===== config.mk =====
export PLATFORM = sky130hd
export DESIGN_NAME = sram_fetch
export DESIGN_NICKNAME = d
export VERILOG_FILES = /design/src/rtl/sram_fetch.sv
export SDC_FILE = /design/constraint.sdc
export NUM_CORES = 1
export LEC_CHECK = 0
export BUFFER_PORTS_ARGS = -buffer_cell sky130_fd_sc_hd__buf_2
export CAP_MARGIN = 20
export CORE_MARGIN = 2
export CORE_UTILIZATION = 64
export DETAILED_ROUTE_END_ITERATION = 8
export PLACE_DENSITY_LB_ADDON = 0.25
export SLEW_MARGIN = 0
export SYNTH_ARGS = -nofsm -noshare
export SYNTH_HDL_FRONTEND = slang
export SYNTH_SLANG_ARGS = --single-unit

===== constraint.sdc =====
create_clock -name clk -period 10.03 [get_ports clk]
set_input_delay 0 -clock clk [delete_from_list [all_inputs] [get_ports clk]]
set_output_delay 0 -clock clk [all_outputs]
set_load 0.01 [all_outputs]

===== src/rtl/sram_fetch.sv =====
// sram_fetch: reads the image region then the weight region from on-chip SRAM
// and streams every returned word, tagged with region and index, to the buffer
// over a valid/ready handshake. A credit-limited skid FIFO absorbs the fixed
// SRAM read latency so back-pressure never drops or repeats a word.
module sram_fetch #(
  parameter int ADDR_W     = 16,
  parameter int IMG_BASE   = 0,
  parameter int IMG_WORDS  = 32,
  parameter int WGT_BASE   = 32,
  parameter int WGT_WORDS  = 512,
  parameter int RD_LAT     = 2,
  parameter int FIFO_DEPTH = 4
) (
  input  logic              clk,
  input  logic              rst,
  input  logic              start_sram,
  output logic              sram_ren,
  output logic [ADDR_W-1:0] sram_addr,
  input  logic [31:0]       sram_rdata,
  output logic [31:0]       sram_data,
  output logic              data_valid,
  input  logic              data_ready,
  output logic              data_is_image,
  output logic [9:0]        word_index,
  output logic              busy,
  output logic              sram_done
);

  localparam int PTR_W = (FIFO_DEPTH > 1) ? $clog2(FIFO_DEPTH) : 1;
  localparam logic [PTR_W:0]   CNT_ONE = (PTR_W + 1)'(1);
  localparam logic [PTR_W-1:0] PTR_ONE = PTR_W'(1);

  typedef enum logic [2:0] {
    S_IDLE  = 3'd0,
    S_IMG   = 3'd1,
    S_WGT   = 3'd2,
    S_DRAIN = 3'd3,
    S_DONE  = 3'd4
  } state_t;

  state_t state_q, state_d;

  // Issue side: registered read request plus the tag that travels with it
  logic [9:0]        cnt_q, cnt_d;
  logic              ren_q, ren_d;
  logic [ADDR_W-1:0] addr_q, addr_d;
  logic              tag_img_q, tag_img_d;
  logic [9:0]        tag_idx_q, tag_idx_d;

  // Return pipeline mirroring the SRAM latency
  logic [RD_LAT-1:0] vld_q, vld_d;
  logic [RD_LAT-1:0] pimg_q, pimg_d;
  logic [9:0]        pidx_q [RD_LAT];
  logic [9:0]        pidx_d [RD_LAT];

  // Skid FIFO
  logic [31:0]      mem_data_q [FIFO_DEPTH];
  logic [31:0]      mem_data_d [FIFO_DEPTH];
  logic             mem_img_q  [FIFO_DEPTH];
  logic             mem_img_d  [FIFO_DEPTH];
  logic [9:0]       mem_idx_q  [FIFO_DEPTH];
  logic [9:0]       mem_idx_d  [FIFO_DEPTH];
  logic [PTR_W-1:0] wr_ptr_q, wr_ptr_d, rd_ptr_q, rd_ptr_d;
  logic [PTR_W:0]   count_q, count_d;

  logic           push_s, pop_s, credit_ok_s, last_xfer_s;
  logic [PTR_W:0] count_next_s;
  logic [7:0]     in_flight_s, credit_sum_s;

  // Credit: FIFO occupancy after this edge plus reads still in the SRAM pipe
  always_comb begin
    push_s = vld_q[RD_LAT-1];
    pop_s  = (count_q != '0) && data_ready;
    count_next_s = count_q;
    if (push_s && !pop_s) begin
      count_next_s = count_q + CNT_ONE;
    end else if (!push_s && pop_s) begin
      count_next_s = count_q - CNT_ONE;
    end else begin
      count_next_s = count_q;
    end
    in_flight_s = {7'd0, ren_q};
    for (int i = 0; i < RD_LAT - 1; i++) begin
      in_flight_s = in_flight_s + {7'd0, vld_q[i]};
    end
    credit_sum_s = 8'(count_next_s) + in_flight_s;
    credit_ok_s  = credit_sum_s < 8'(FIFO_DEPTH);
    last_xfer_s  = pop_s && !mem_img_q[rd_ptr_q] &&
                   (mem_idx_q[rd_ptr_q] == 10'(WGT_WORDS - 1));
  end

  // FSM state register
  always_ff @(posedge clk or posedge rst) begin
    if (rst) begin
      state_q <= S_IDLE;
    end else begin
      state_q <= state_d;
    end
  end

  // FSM next-state logic; region switches on the decision for the last read
  always_comb begin
    state_d = state_q;
    case (state_q)
      S_IDLE:  if (start_sram) state_d = S_IMG; else state_d = S_IDLE;
      S_IMG:   if (credit_ok_s && (cnt_q == 10'(IMG_WORDS - 1))) state_d = S_WGT;
               else state_d = S_IMG;
      S_WGT:   if (credit_ok_s && (cnt_q == 10'(WGT_WORDS - 1))) state_d = S_DRAIN;
               else state_d = S_WGT;
      S_DRAIN: if (last_xfer_s) state_d = S_DONE; else state_d = S_DRAIN;
      S_DONE:  state_d = S_IDLE;
      default: state_d = S_IDLE;
    endcase
  end

  // FSM outputs decoded from the state register
  always_comb begin
    busy      = 1'b0;
    sram_done = 1'b0;
    case (state_q)
      S_IDLE:  busy = 1'b0;
      S_DONE:  begin busy = 1'b1; sram_done = 1'b1; end
      default: busy = 1'b1;
    endcase
  end

  // Read issue: the first read is decided while start is sampled, later ones on credit
  always_comb begin
    ren_d     = 1'b0;
    addr_d    = '0;
    tag_img_d = 1'b0;
    tag_idx_d = 10'd0;
    cnt_d     = cnt_q;
    case (state_q)
      S_IDLE: begin
        if (start_sram) begin
          ren_d     = 1'b1;
          addr_d    = ADDR_W'(IMG_BASE);
          tag_img_d = 1'b1;
          tag_idx_d = 10'd0;
          cnt_d     = 10'd1;
        end else begin
          cnt_d = 10'd0;
        end
      end
      S_IMG: begin
        if (credit_ok_s) begin
          ren_d     = 1'b1;
          addr_d    = ADDR_W'(IMG_BASE) + ADDR_W'(cnt_q);
          tag_img_d = 1'b1;
          tag_idx_d = cnt_q;
          cnt_d     = (cnt_q == 10'(IMG_WORDS - 1)) ? 10'd0 : cnt_q + 10'd1;
        end else begin
          cnt_d = cnt_q;
        end
      end
      S_WGT: begin
        if (credit_ok_s) begin
          ren_d     = 1'b1;
          addr_d    = ADDR_W'(WGT_BASE) + ADDR_W'(cnt_q);
          tag_img_d = 1'b0;
          tag_idx_d = cnt_q;
          cnt_d     = (cnt_q == 10'(WGT_WORDS - 1)) ? 10'd0 : cnt_q + 10'd1;
        end else begin
          cnt_d = cnt_q;
        end
      end
      default: cnt_d = 10'd0;
    endcase
  end

  // Return pipeline shift and FIFO push/pop bookkeeping
  always_comb begin
    vld_d[0]  = ren_q;
    pimg_d[0] = tag_img_q;
    pidx_d[0] = tag_idx_q;
    for (int i = 1; i < RD_LAT; i++) begin
      vld_d[i]  = vld_q[i-1];
      pimg_d[i] = pimg_q[i-1];
      pidx_d[i] = pidx_q[i-1];
    end
    mem_data_d = mem_data_q;
    mem_img_d  = mem_img_q;
    mem_idx_d  = mem_idx_q;
    if (push_s) begin
      mem_data_d[wr_ptr_q] = sram_rdata;
      mem_img_d[wr_ptr_q]  = pimg_q[RD_LAT-1];
      mem_idx_d[wr_ptr_q]  = pidx_q[RD_LAT-1];
      wr_ptr_d = wr_ptr_q + PTR_ONE;
    end else begin
      wr_ptr_d = wr_ptr_q;
    end
    if (pop_s) begin
      rd_ptr_d = rd_ptr_q + PTR_ONE;
    end else begin
      rd_ptr_d = rd_ptr_q;
    end
    count_d = count_next_s;
  end

  // Datapath registers; reset discards any reads still in flight
  always_ff @(posedge clk or posedge rst) begin
    if (rst) begin
      cnt_q     <= 10'd0;
      ren_q     <= 1'b0;
      addr_q    <= '0;
      tag_img_q <= 1'b0;
      tag_idx_q <= 10'd0;
      vld_q     <= '0;
      pimg_q    <= '0;
      for (int i = 0; i < RD_LAT; i++) pidx_q[i] <= 10'd0;
      for (int i = 0; i < FIFO_DEPTH; i++) begin
        mem_data_q[i] <= 32'd0;
        mem_img_q[i]  <= 1'b0;
        mem_idx_q[i]  <= 10'd0;
      end
      wr_ptr_q <= '0;
      rd_ptr_q <= '0;
      count_q  <= '0;
    end else begin
      cnt_q      <= cnt_d;
      ren_q      <= ren_d;
      addr_q     <= addr_d;
      tag_img_q  <= tag_img_d;
      tag_idx_q  <= tag_idx_d;
      vld_q      <= vld_d;
      pimg_q     <= pimg_d;
      pidx_q     <= pidx_d;
      mem_data_q <= mem_data_d;
      mem_img_q  <= mem_img_d;
      mem_idx_q  <= mem_idx_d;
      wr_ptr_q   <= wr_ptr_d;
      rd_ptr_q   <= rd_ptr_d;
      count_q    <= count_d;
    end
  end

  assign sram_ren      = ren_q;
  assign sram_addr     = addr_q;
  assign data_valid    = (count_q != '0);
  assign sram_data     = mem_data_q[rd_ptr_q];
  assign data_is_image = mem_img_q[rd_ptr_q];
  assign word_index    = mem_idx_q[rd_ptr_q];

endmodule


# After elaboration in Yosys (flattened, before gate mapping)
# Cells that the tools add are included.
totals:
  ramBits: 0
  input_bits: 36
  mem_bits_ro: 0
  output_inout_bits: 63
  reg_bits: 244
  memories: 0
  latch_bits: 0
op_classes:
  div_mod_pow: 0
  multipliers: 0
  eq_ne: 9
  bitwise_logic: 2
  reduce_logical: 15
  n_shift: 0
  addsub: 8
  n_mux: 42
  magnitude_cmp: 4
op_table:
  columns: ["op", "n"]
  rows:
  - ["bitwise mux 128 bit", 1]
  - ["2-to-1 mux 10 bit", 10]
  - ["2-to-1 mux 32 bit", 3]
  - ["binary-select mux 32 bit (select 2 bit)", 1]
  - ["demux 32 bit (select 2 bit)", 1]
  - ["bitwise mux 40 bit", 1]
  - ["case mux 10 bit (3 select lines)", 1]
  - ["case mux 11 bit (2 select lines)", 1]
  - ["binary-select mux 10 bit (select 2 bit)", 1]
  - ["demux 10 bit (select 2 bit)", 1]
  - ["equality test 10 x 9 -> 1 bit (second input constant)", 2]
  - ["case mux 3 bit (4 select lines)", 1]
  - ["adder 6 x 10 -> 11 bit (first input constant)", 1]
  - ["2-to-1 mux 11 bit", 1]
  - ["adder 10 x 1 -> 10 bit (second input constant)", 1]
  - ["equality test 10 x 5 -> 1 bit (second input constant)", 1]
  - ["2-to-1 mux 1 bit", 10]
  - ["2-to-1 mux 3 bit", 3]
  - ["logical AND 1 bit", 8]
  - ["equality test 3 x 2 -> 1 bit (second input constant)", 2]
  - [">= comparator 3 bit (second input constant)", 2]
  - ["NOT 2 -> 3 bit", 2]
  - ["adder 2 x 1 -> 2 bit (second input constant)", 2]
  - ["adder 3 x 2 -> 4 bit", 1]
  - ["other kinds (18)", 22]

# Depth between registers and ports, before layout
# Gate-level depths: netlist of run 1.
depth:
  depth_word: 10
  mapped_depth: 11
  ltp_nobuf: 10

# Worst setup path before layout of run 1
# OpenSTA, ideal clock, no wires.
synth_path:
  kind: "register to register"
  start: "register count_q[0]"
  end: "register cnt_q[0]"
  arrival_ps: 2401
  path_stages_with_launch: 11
  setup_ps: 125
  period_less_slack_ps: 2526
  path_slack_ps: 7504
  path_cell_list: "dfrtp_1 -> inv_1 -> ha_1 -> nand2b_1 -> nand2_1 -> xnor2_1 -> ha_1 -> a21oi_1 -> o32a_1 -> nor2_1 -> mux2_2"
synth_between:
  elab_chain_len: 9
  word_cells_on_any_way: 14
  cone_classes: "add/sub: 3; order compare: 1; eq/ne: 2; mux: 2; reduce/logical: 6"
synth_lines:
  columns: ["element", "line", "text"]
  rows:
  - ["start, declared", "64", "logic [PTR_W:0] count_q, count_d;"]
  - ["start signal, assigned", "234", "count_q <= count_d;"]
  - ["nonzero test 3 bit (*)", null, null]
  - ["named net data_valid", "21", "output logic data_valid,"]
  - ["logical AND 1 bit (*)", "73", "pop_s = (count_q != '0) && data_ready;"]
  - ["logical AND 1 bit / logical NOT 1 bit (equally long branches)", "77, 75", null]
  - ["2-to-1 mux 3 bit / logical AND 1 bit (equally long branches)", "77, 75", null]
  - ["2-to-1 mux 3 bit (*)", "75", "if (push_s && !pop_s) begin"]
  - ["named net count_d[0]", "64", null]
  - ["adder 3 x 2 -> 4 bit (*)", "86", "credit_sum_s = 8'(count_next_s) + in_flight_s;"]
  - ["< comparator 4 x 3 -> 1 bit (*)", "87", "credit_ok_s = credit_sum_s < 8'(FIFO_DEPTH);"]
  - ["inequality test 2 bit (no line)", null, null]
  - ["AND reduction 2 bit (no line) (*)", null, null]
  - ["end signal, assigned", "221", "cnt_q <= cnt_d;"]
  - ["end, declared", "44", "logic [9:0] cnt_q, cnt_d;"]
# Mark *: on every way through the listed nets, which the timed path passes. The rest lies on a longest branch.
# A chain may end at the register's enable or synchronous reset.

# Final worst setup path of run 1
layout_path:
  start: "register count_q[0]"
  end: "register cnt_q[0]"
layout_between:
  elab_chain_len: 9
  word_cells_on_any_way: 14
  cone_classes: "add/sub: 3; order compare: 1; eq/ne: 2; mux: 2; reduce/logical: 6"
layout_lines:
  columns: ["element", "line"]
  rows:
  - ["parallel branches: the longest is 4 deep, another holds subtractor 3 x 1 -> 3 bit", null]
  - ["2-to-1 mux 3 bit (*)", "75"]
  - ["named net count_d[0]", "64"]
  - ["adder 3 x 2 -> 4 bit (*)", "86"]
  - ["< comparator 4 x 3 -> 1 bit (*)", "87"]
  - ["inequality test 2 bit (no line)", null]
  - ["AND reduction 2 bit (no line) (*)", null]
# Mark *: on every way through the listed nets, which the timed path passes.

==> results.sh, run 1 <==
export IMPL_tightest_slew_ns=0.8765
export IMPL_hold_class="input pin to async pin"
export IMPL_detail_route_wl_per_cell_um=20.34
export IMPL_avgViaCountPerCell=5.905
export IMPL_crit_path_cell_trace="inv_1 -> ha_1 -> nand2b_1 -> nand2_1 -> xnor2_1 -> ha_1 -> a21oi_1 -> o32a_1 -> nor2_1 -> mux2_2"
export IMPL_grt_pass1_vias=6394
export IMPL_drt_pre_antenna_iters=4
export IMPL_finalSetupTns_ns=0
export IMPL_layout_commonest_cell="dfrtp_1"
export IMPL_placed_area_um2=10830
export IMPL_cp_top_family="compound AO/OA/AOI/OAI gates"
export IMPL_ys_seq_elements=239
export IMPL_irDropWorstVdd_mv=0.1824
export IMPL_diodes=0
export IMPL_cp_num_buf_inv=1
export IMPL_layout_nets=823
export IMPL_drive_gt1_share_pct=45.72
export IMPL_crit_path_start_kind="flip-flop"
export IMPL_root_buffer="clkbuf_16"
export IMPL_cp_end_kind="flip-flop"
export IMPL_post_cts_buffers=0
export IMPL_dp_cells=931
export IMPL_clk_path_buf_depth=3
export IMPL_crit_arrival_ns=3.37
export IMPL_cts_buffers_inserted=24
export IMPL_hold_viol=0
export IMPL_std_cell_rows=46
export IMPL_status="finished clean"
export IMPL_power_static_leakage_uw=0.005553
export IMPL_synth_xor_area_share_pct=0.6869
export IMPL_dr_first_iter_drc_count=297
export IMPL_hpwlAfterDp_mm=12.61
export IMPL_grt_first_pass_wirelength_mm=32.94
export IMPL_dieArea_um2=16960
export IMPL_instances_no_fill=1010
export IMPL_pwr_density_cell_nw_per_um2=333.6
export IMPL_syn2layout_area_growth_pct=18.00
export IMPL_path_max_fanout=19
export IMPL_grt_max_degree=169
export IMPL_grt_ovfl_total=0
export IMPL_synth_compound_area_share_pct=3.631
export IMPL_hold_ws_ns=0.001263
export IMPL_cp_data_required_time_ns=10.42
export IMPL_vias=5964
export IMPL_utilization_pct=76.60
export IMPL_synth_cells=650
export IMPL_synthSimpleGateAreaFrac_pct=4.428
export IMPL_numPortBuffers=93
export IMPL_htree_levels=1
export IMPL_slowest_stage="o32a_1"
export IMPL_synthFlopType="dfrtp_1"
export IMPL_stdcell_area_um2=12040
export IMPL_drc=0
export IMPL_synthArstFlopShare_pct=100.0
export IMPL_layout_common_cells="237 x dfrtp_1, 173 x mux2_2, 93 x buf_2, 35 x dlygate4sd3_1, 31 x mux4_2"
export IMPL_die_w_um=130.2
export IMPL_core_um2=15710
export IMPL_crit_type="flip-flop to flip-flop"
export IMPL_routed_wl_mm=20.55
export IMPL_ys_types=52
export IMPL_routabilityCongestion=0.8735
export IMPL_start_util_pct=64.91
export IMPL_die_y_um=130.2
export IMPL_syn_area_um2=10200
export IMPL_io_pins=99
export IMPL_yosys_warnings=0
export IMPL_setup_viol=0
export IMPL_path_clk_slew_ns=0.06
export IMPL_drv_cap=0
export IMPL_grtUsageTotal_pct=25.12
export IMPL_fmax_mhz=335.7
export IMPL_slowest_delay_ns=0.53
export IMPL_cts_tree="yes"
export IMPL_ant_nets=0
export IMPL_synth_edf_count=0
export IMPL_period_needed_ns=2.979
export IMPL_synth_mux_area_share_pct=29.04
export IMPL_ys_seq_area_share_pct=58.64
export IMPL_fin_crit_sh_pct=29.70
export IMPL_final_max_slew_viol_count=0
export IMPL_clk_latency_ns=0.51
export IMPL_rsz0062_at_grt="false"
export IMPL_max_slew_margin_pct=41.57
export IMPL_synth_fa_ha_area_share_pct=1.227
export IMPL_fin_worst_skew_ns=0.009851
export IMPL_syn_avg_cell_area_um2=15.69
export IMPL_antenna_found_initial=0
export IMPL_synth_top_family_by_area="multiplexers"
export IMPL_cts_sinks=239
export IMPL_crit_path_frequent_cell="ha_1"
[cells by family after synthesis]
kind of cell	Yosys count
adder cells (fa/ha/maj)	10
multiplexers	216
other	1
buffers and inverters	48
AO/OA/AOI/OAI	47
AND/OR/NAND/NOR	81
flip-flops	239
XOR/XNOR	8
[what timing repair did]
item                      CTS  global route
hold endpoints to repair  303             0
hold buffers               35             0
gates resized for setup     0             0
[per-stage QoR]
step / total power (µW) / setup slack (ns)
detailed placement: 3095 / 7.156
finish: 4015 / 7.051
global placement: 2996 / 7.292
global route: 4243 / 6.776
CTS: 4039 / 7.082
floorplan: 2645 / 3.470
[where the power goes]
| part | total (µW) | internal, µW | switching, µW |
|---|---|---|---|
| combinational | 1460 | 808 | 656 |
| sequential | 1630 | 1370 | 264 |
| clock | 920 | 560 | 361 |
[sequential cells by signal (all words and copies together), names as in the netlist, 2 cells and up]
signal and flops:
rd_ptr_q 2, pimg_q 2, state_q 3, wr_ptr_q 2, count_q 3, sram_addr 11
tag_idx_q 10, mem_img_q 4, cnt_q 10, pidx_d 10, mem_data_q 128, vld_q 2
mem_idx_q 40, pidx_q 10
[layer usage]
metal	wire length, µm	share of wire, %	vias up	GRT usage [%]
li1	-	-	2658	-
met1	8358	41	3104	32.26
met2	10700	52	158	43.58
met3	973	4.7	44	4.674
met4	515	2.5	0	8.539
met5	0	0	-	0
[tightest hold or removal path, stage by stage]
cell and delay, ns:
dlygate4sd3_1 0.53, buf_2 0.16, inv_8 0.18
[synth_stat cells, types with 2 or more instances]
cell / n / area (µm²)
a21o_1: 2 / 15.01
a21oi_1: 8 / 40.04
a22o_1: 11 / 96.34
a22oi_1: 4 / 30.03
and3_1: 15 / 93.84
buf_1: 2 / 7.510
buf_2: 6 / 30.03
buf_4: 6 / 45.04
buf_6: 2 / 22.52
clkbuf_1: 24 / 90.09
dfrtp_1: 239 / 5981
ha_1: 10 / 125.1
inv_1: 7 / 26.28
mux2_2: 173 / 1948
mux4_1: 12 / 315.3
mux4_2: 31 / 698.2
nand2_1: 16 / 60.06
nand2b_1: 4 / 25.02
nand3_1: 7 / 35.03
nand3b_1: 2 / 15.01
nand4_1: 4 / 25.02
nor2_1: 17 / 63.81
nor2b_1: 3 / 18.77
nor3_1: 3 / 15.01
o21ai_0: 6 / 30.03
o21ai_1: 2 / 10.01
o22ai_1: 2 / 12.51
or3_1: 2 / 12.51
xnor2_1: 5 / 43.79
xor2_1: 3 / 26.28
[area by class of cell]
class                           instances  area (µm²)
Tap cell                              216       270.3
Clock inverter                         13       145.1
Multi-Input combinational cell        367        4008
Fill cell                             888        3677
Clock buffer                           30       684.4
Inverter                                7       33.78
Timing Repair Buffer                  138       910.9
Sequential cell                       239        5983
[final timing paths]
kind	from	end	slack (ns)	cells after the start
setup / recovery	count_q[0]	cnt_q[0]	7.05	10
hold / removal	rst	mem_idx_q[31]	0.001	3
min in group clk	sram_rdata[0]	mem_data_q[64]	0.30	3
max in group asynchronous	rst	rd_ptr_q[1]	8.84	4
hold reg to reg	tag_idx_q[2]	pidx_d[2]	0.35	0
setup reg to reg	count_q[0]	cnt_q[0]	7.05	10
No activity file was read; power rests on OpenSTA's default activity.
==> run 2: changes to the inputs <==
--- a/config.mk
+++ b/config.mk
@@ -8,7 +8,7 @@
 export BUFFER_PORTS_ARGS = -buffer_cell sky130_fd_sc_hd__buf_2
 export CAP_MARGIN = 20
 export CORE_MARGIN = 2
-export CORE_UTILIZATION = 64
+export CORE_UTILIZATION = 59
 export DETAILED_ROUTE_END_ITERATION = 8
 export PLACE_DENSITY_LB_ADDON = 0.25
 export SLEW_MARGIN = 0
==> constraint.sdc (replaced) <==
create_clock -name clk -period 3 [get_ports clk]
set_input_delay 0 -clock clk [delete_from_list [all_inputs] [get_ports clk]]
set_output_delay 0 -clock clk [all_outputs]
set_load 0.01 [all_outputs]
==> run 2 against run 1 <==
  * Power increased to 3.4 times the previous value
  * Critical endpoint unchanged
  * Cell count rose by 2.5%
  * Flip-flop and latch count unchanged
  * Critical path depth unchanged
  * Clock skew rose by 0.0063 ns
  * Core utilization is 4.9 points lower
==> results.sh, run 2 (synthesis gave the netlist of run 1 again) <==
export IMPL_finalSetupTns_ns=0
export IMPL_tightest_slew_ns=0.5841
export IMPL_routed_wl_mm=20.93
export IMPL_vias=6070
export IMPL_hpwlAfterDp_mm=13.35
export IMPL_p_int_uw=9448
export IMPL_max_slew_margin_pct=61.06
export IMPL_antenna_found_initial=0
export IMPL_layout_commonest_cell="dfrtp_1"
export IMPL_placed_area_um2=10980
export IMPL_syn2layout_area_growth_pct=20.28
export IMPL_die_w_um=135.5
export IMPL_layout_common_cells="237 x dfrtp_1, 173 x mux2_2, 93 x buf_2, 36 x dlygate4sd3_1, 31 x mux4_2"
export IMPL_period_needed_ns=2.753
export IMPL_io_pins=99
export IMPL_clk_latency_ns=0.52
export IMPL_fmax_mhz=363.2
export IMPL_cts_tree="yes"
export IMPL_crit_type="flip-flop to flip-flop"
export IMPL_cts_sinks=239
export IMPL_diodes=0
export IMPL_drive_gt1_share_pct=46.54
export IMPL_critPathLaunch="count_q[0]"
export IMPL_root_buffer="clkbuf_16"
export IMPL_core_um2=17120
export IMPL_rsz0062_at_grt="false"
export IMPL_irDropWorstVdd_mv=0.6954
export IMPL_pwr_density_cell_nw_per_um2=1120
export IMPL_start_util_pct=59.59
export IMPL_regMostFlops="mem_data_q"
export IMPL_detail_route_wl_per_cell_um=20.22
export IMPL_drc=0
export IMPL_ant_nets=0
export IMPL_dieArea_um2=18350
export IMPL_grt_max_degree=82
export IMPL_numPortBuffers=93
export IMPL_slowest_stage="dfrtp_1"
export IMPL_fin_worst_skew_ns=0.01614
export IMPL_r2r_start="count_q[0]"
export IMPL_combPwrFrac_pct=36.9
export IMPL_fin_crit_sh_pct=91.77
export IMPL_cts_buffers_inserted=26
export IMPL_r2r_end="cnt_q[0]"
export IMPL_stdcell_area_um2=12270
export IMPL_setup_viol=0
export IMPL_hold_depth=3
export IMPL_slowest_delay_ns=0.39
export IMPL_clk_path_buf_depth=3
export IMPL_clkPwrFrac_pct=24.1
export IMPL_grt_ovfl_total=0
export IMPL_cp_end_kind="flip-flop"
export IMPL_final_max_slew_viol_count=0
export IMPL_status="finished clean"
export IMPL_die_y_um=135.5
export IMPL_grtUsageTotal_pct=23.76
export IMPL_cp_data_required_time_ns=3.40
export IMPL_hold_start="sram_rdata[4]"
export IMPL_crit_path_frequent_cell="ha_1"
export IMPL_rrSetupSlack_ns=0.25
export IMPL_min_to="mem_data_q[4]"
export IMPL_grt_pass1_vias=6611
export IMPL_std_cell_rows=48
export IMPL_drv_cap=0
export IMPL_hold_class="input pin to flip-flop"
export IMPL_crit_path_cell_trace="inv_1 -> ha_1 -> nand2b_1 -> nand2_1 -> xnor2_2 -> ha_1 -> a21oi_1 -> o32a_1 -> nor2_1 -> mux2_2"
export IMPL_dr_first_iter_drc_count=260
export IMPL_hold_viol=0
export IMPL_netSwitchingPower_uw=4295
export IMPL_htree_levels=1
export IMPL_drt_pre_antenna_iters=6
export IMPL_crit_arrival_ns=3.15
export IMPL_crit_path_start_kind="flip-flop"
export IMPL_grt_first_pass_wirelength_mm=34.04
export IMPL_path_clk_slew_ns=0.06
export IMPL_avgViaCountPerCell=5.865
export IMPL_path_max_fanout=5
export IMPL_routabilityCongestion=0.8634
export IMPL_swShare_pct=31.25
export IMPL_layout_nets=838
export IMPL_largest_reg_flops=128
export IMPL_worstRegToRegCells=10
export IMPL_power_frac_seq_pct=39.1
export IMPL_power_static_leakage_uw=0.005670
[run 2: power by group through the flow]
stage / Sequential (µW) / Clock (µW) / Combinational (µW)
after floorplan: 5090 / 0 / 3760
after global placement: 5260 / 0 / 4840
after detailed placement: 5410 / 0 / 5030
after CTS: 5370 / 3370 / 5100
after global routing: 5530 / 3510 / 5470
final: 5370 / 3310 / 5070
[run 2: worst max path at each step]
stage | slack, ns | depth (start not counted) | endpoint
2_1_floorplan | -0.13 | 1 | cnt_q[0]
3_3_place_gp | 0.43 | 10 | cnt_q[0]
3_5_place_dp | 0.28 | 11 | cnt_q[9]
4_1_cts | 0.21 | 11 | cnt_q[9]
5_1_grt | 0.05 | 10 | cnt_q[0]
6_report | 0.25 | 10 | cnt_q[0]
[run 2: critical path: cells and delay by family (launching register included)]
family                     cells  cell delay, ns
and+or+nand+nor                3            0.63
adders and majority gates      2            0.52
AOI/OAI and AO/OA              2            0.47
DFF                            1            0.39
muxes                          1            0.35
xor gates and xnor gates       1            0.20
buffers and inverters          1            0.08
[run 2: what timing repair did]
item                                    4_1_cts  5_1_grt
endpoints found under the setup margin        0        7
endpoints found under the hold margin       175        2
resized for setup                             0        2
hold buffers                                 35        1
buffers inserted                              0        0
[run 2: layer usage]
metal	vias up	track usage (%)	part of all wire (%)
li1	2695	-	-
met1	3198	30.76	41
met2	140	42.10	52
met3	37	3.816	4.3
met4	0	6.481	2.0
met5	-	0	0
[run 2: final cells by class]
| type | instances | area (µm²) |
|---|---|---|
| inverters | 7 | 30.03 |
| multi-input cells | 367 | 4019 |
| well taps | 225 | 281.5 |
| fillers | 1101 | 4848 |
| clock inverters | 11 | 155.1 |
| clock buffers | 35 | 745.7 |
| repair buffers | 151 | 1054 |
| flip-flops and latches | 239 | 5983 |
[run 2: stage by stage]
stage | power, µW | std cells | setup WS (ns) | utilization [%] | hold slack [ns]
CTS | 13850 | 1033 | 0.2117 | 71.43 | 0.2598
global route | 14510 | 1035 | 0.05031 | 71.67 | 0.3061
finish | 13740 | 1035 | 0.2470 | 71.67 | 0.2955
global placement | 10090 | 952 | 0.4313 | 64.12 | 0.2276
detailed placement | 10440 | 952 | 0.2809 | 64.12 | 0.2581
floorplan | 8845 | 654 | -0.1338 | - | 0.1506
==> run 3: changes to the inputs <==
--- a/config.mk
+++ b/config.mk
@@ -7,9 +7,11 @@
 export LEC_CHECK = 0
 export BUFFER_PORTS_ARGS = -buffer_cell sky130_fd_sc_hd__buf_2
 export CAP_MARGIN = 20
+export CORE_ASPECT_RATIO = 1.75
 export CORE_MARGIN = 2
 export CORE_UTILIZATION = 59
 export DETAILED_ROUTE_END_ITERATION = 8
+export HOLD_SLACK_MARGIN = 0.08
 export PLACE_DENSITY_LB_ADDON = 0.25
 export SLEW_MARGIN = 0
 export SYNTH_ARGS = -nofsm -noshare
==> run 3 against run 2 <==
  * Cell area down 2.5%
  * Clock power down 22%
  * First-iteration DRC count grew 18%
  * Die area is 0.23% higher
  * Sequential power is essentially flat
  * Non-clock buffer count is 6 lower
  * Register-to-register slack hardly changed
  * Core utilization shrank 1.1 points
==> results.sh, run 3 (synthesis gave the netlist of run 1 again) <==
export IMPL_status="finished clean"
export IMPL_layout_nets=827
export IMPL_hold_class="input pin to async pin"
export IMPL_fin_worst_skew_ns=0.007666
export IMPL_root_buffer="clkbuf_16"
export IMPL_cts_tree="yes"
export IMPL_tightest_slew_ns=0.8092
export IMPL_path_clk_slew_ns=0.07
export IMPL_crit_path_cell_trace="inv_1 -> ha_1 -> nand2b_1 -> nand2_1 -> xnor2_1 -> ha_1 -> a21oi_1 -> o32ai_1 -> buf_4 -> o311a_1 -> a22o_1"
export IMPL_grt_ovfl_total=0
export IMPL_crit_type="flip-flop to flip-flop"
export IMPL_fin_crit_sh_pct=91.89
export IMPL_die_w_um=103.4
export IMPL_layout_commonest_cell="dfrtp_1"
export IMPL_detail_route_wl_per_cell_um=20.37
export IMPL_rsz0062_at_grt="false"
export IMPL_cp_top_family="compound AO/OA/AOI/OAI gates"
export IMPL_utilization_pct=70.60
export IMPL_post_cts_buffers=0
export IMPL_setup_viol=0
export IMPL_cts_buffers_inserted=21
export IMPL_irDropWorstVdd_mv=0.6989
export IMPL_regMostFlops="mem_data_q"
export IMPL_cts_sinks=239
export IMPL_layout_common_cells="237 x dfrtp_1, 173 x mux2_2, 93 x buf_2, 35 x dlygate4sd3_1, 31 x mux4_2"
export IMPL_period_needed_ns=2.757
export IMPL_grt_max_degree=150
export IMPL_routed_wl_mm=20.78
export IMPL_die_y_um=177.9
export IMPL_hold_viol=0
export IMPL_power_static_leakage_uw=0.005504
export IMPL_io_pins=99
export IMPL_drc=0
export IMPL_cp_end_kind="flip-flop"
export IMPL_grt_pass1_vias=6659
export IMPL_r2r_start="count_q[0]"
export IMPL_path_max_fanout=13
export IMPL_filler_cell_count=1101
export IMPL_ant_nets=0
export IMPL_start_util_pct=60.18
export IMPL_clk_path_buf_depth=3
export IMPL_routabilityCongestion=0.8512
export IMPL_critPathLaunch="count_q[0]"
export IMPL_diodes=0
export IMPL_grtUsageTotal_pct=23.21
export IMPL_final_max_slew_viol_count=0
export IMPL_clk_latency_ns=0.48
export IMPL_largest_reg_flops=128
export IMPL_pwr_density_cell_nw_per_um2=1087
export IMPL_cp_data_required_time_ns=3.37
export IMPL_antenna_found_initial=0
export IMPL_syn2layout_area_growth_pct=17.31
export IMPL_drt_pre_antenna_iters=5
export IMPL_fmax_mhz=362.7
export IMPL_drv_cap=0
export IMPL_numPortBuffers=93
export IMPL_avgViaCountPerCell=5.920
export IMPL_crit_path_start_kind="flip-flop"
export IMPL_dieArea_um2=18400
export IMPL_htree_levels=1
export IMPL_r2r_end="state_q[0]"
export IMPL_drive_gt1_share_pct=45.65
export IMPL_max_slew_margin_pct=46.06
export IMPL_grt_first_pass_wirelength_mm=33.15
export IMPL_crit_path_frequent_cell="ha_1"
export IMPL_crit_arrival_ns=3.13
export IMPL_vias=6038
export IMPL_rrSetupSlack_ns=0.24
export IMPL_hold_ws_ns=0.1117
export IMPL_dr_first_iter_drc_count=308
export IMPL_finalSetupTns_ns=0
export IMPL_std_cell_rows=63
export IMPL_slowest_stage="dfrtp_1"
export IMPL_slowest_delay_ns=0.39
export IMPL_worstRegToRegCells=11
export IMPL_core_um2=16950
export IMPL_hpwlAfterDp_mm=13.30
export IMPL_cp_num_buf_inv=2
run 3: how the worst max path moves through the flow:
| stage | to | slack, ns | cells after the start |
|---|---|---|---|
| final | state_q[0] | 0.24 | 11 |
| after global routing | state_q[0] | 0.02 | 11 |
| after detailed placement | cnt_q[2] | 0.26 | 11 |
| after floorplan | cnt_q[0] | -0.13 | 1 |
| after CTS | cnt_q[7] | 0.19 | 11 |
| after global placement | cnt_q[0] | 0.42 | 10 |
run 3: routing by layer:
metal	share of wire [%]	GRT usage [%]	routed length, µm
met2	57	43.68	11800
met3	4.2	3.308	869
met4	1.5	5.208	303
met5	0	0	0
met1	38	27.37	7804
run 3: tightest hold or removal path, cell delays in order:
cell and delay [ns]:
dlygate4sd3_1 0.53, buf_2 0.13, clkinvlp_4 0.08, buf_4 0.21
run 3: final cells by class:
cell class / count / area (µm²) / area share (%)
Sequential cell: 239 / 5983 / 50.01
Multi-Input combinational cell: 367 / 4013 / 33.54
Timing Repair Buffer: 145 / 1001 / 8.366
Clock buffer: 23 / 533.0 / 4.455
Tap cell: 227 / 284.0 / 2.374
Clock inverter: 12 / 121.4 / 1.014
Inverter: 7 / 30.03 / 0.2510
run 3: power by group:
group          switching (µW)  total [µW]  internal (µW)
clock                    1120        2580           1460
combinational            2260        5040           2790
sequential                815        5380           4570
total                    4190       13000           8820
run 3: repair_timing:
item | CTS | global route
hold buffers | 35 | 0
resized for setup | 0 | 2
hold endpoints to repair | 376 | 0
setup endpoints to repair | 0 | 7
run 3: through the flow:
stage	cells	power (µW)	instance area, µm²	setup slack [ns]
after global routing	1020	13810	11970	0.01715
final	1020	13010	11970	0.2432
after CTS	1019	13130	11930	0.1924
after detailed placement	949	10470	10930	0.2598
after global placement	949	10090	10930	0.4237
after floorplan	654	8845	10220	-0.1338
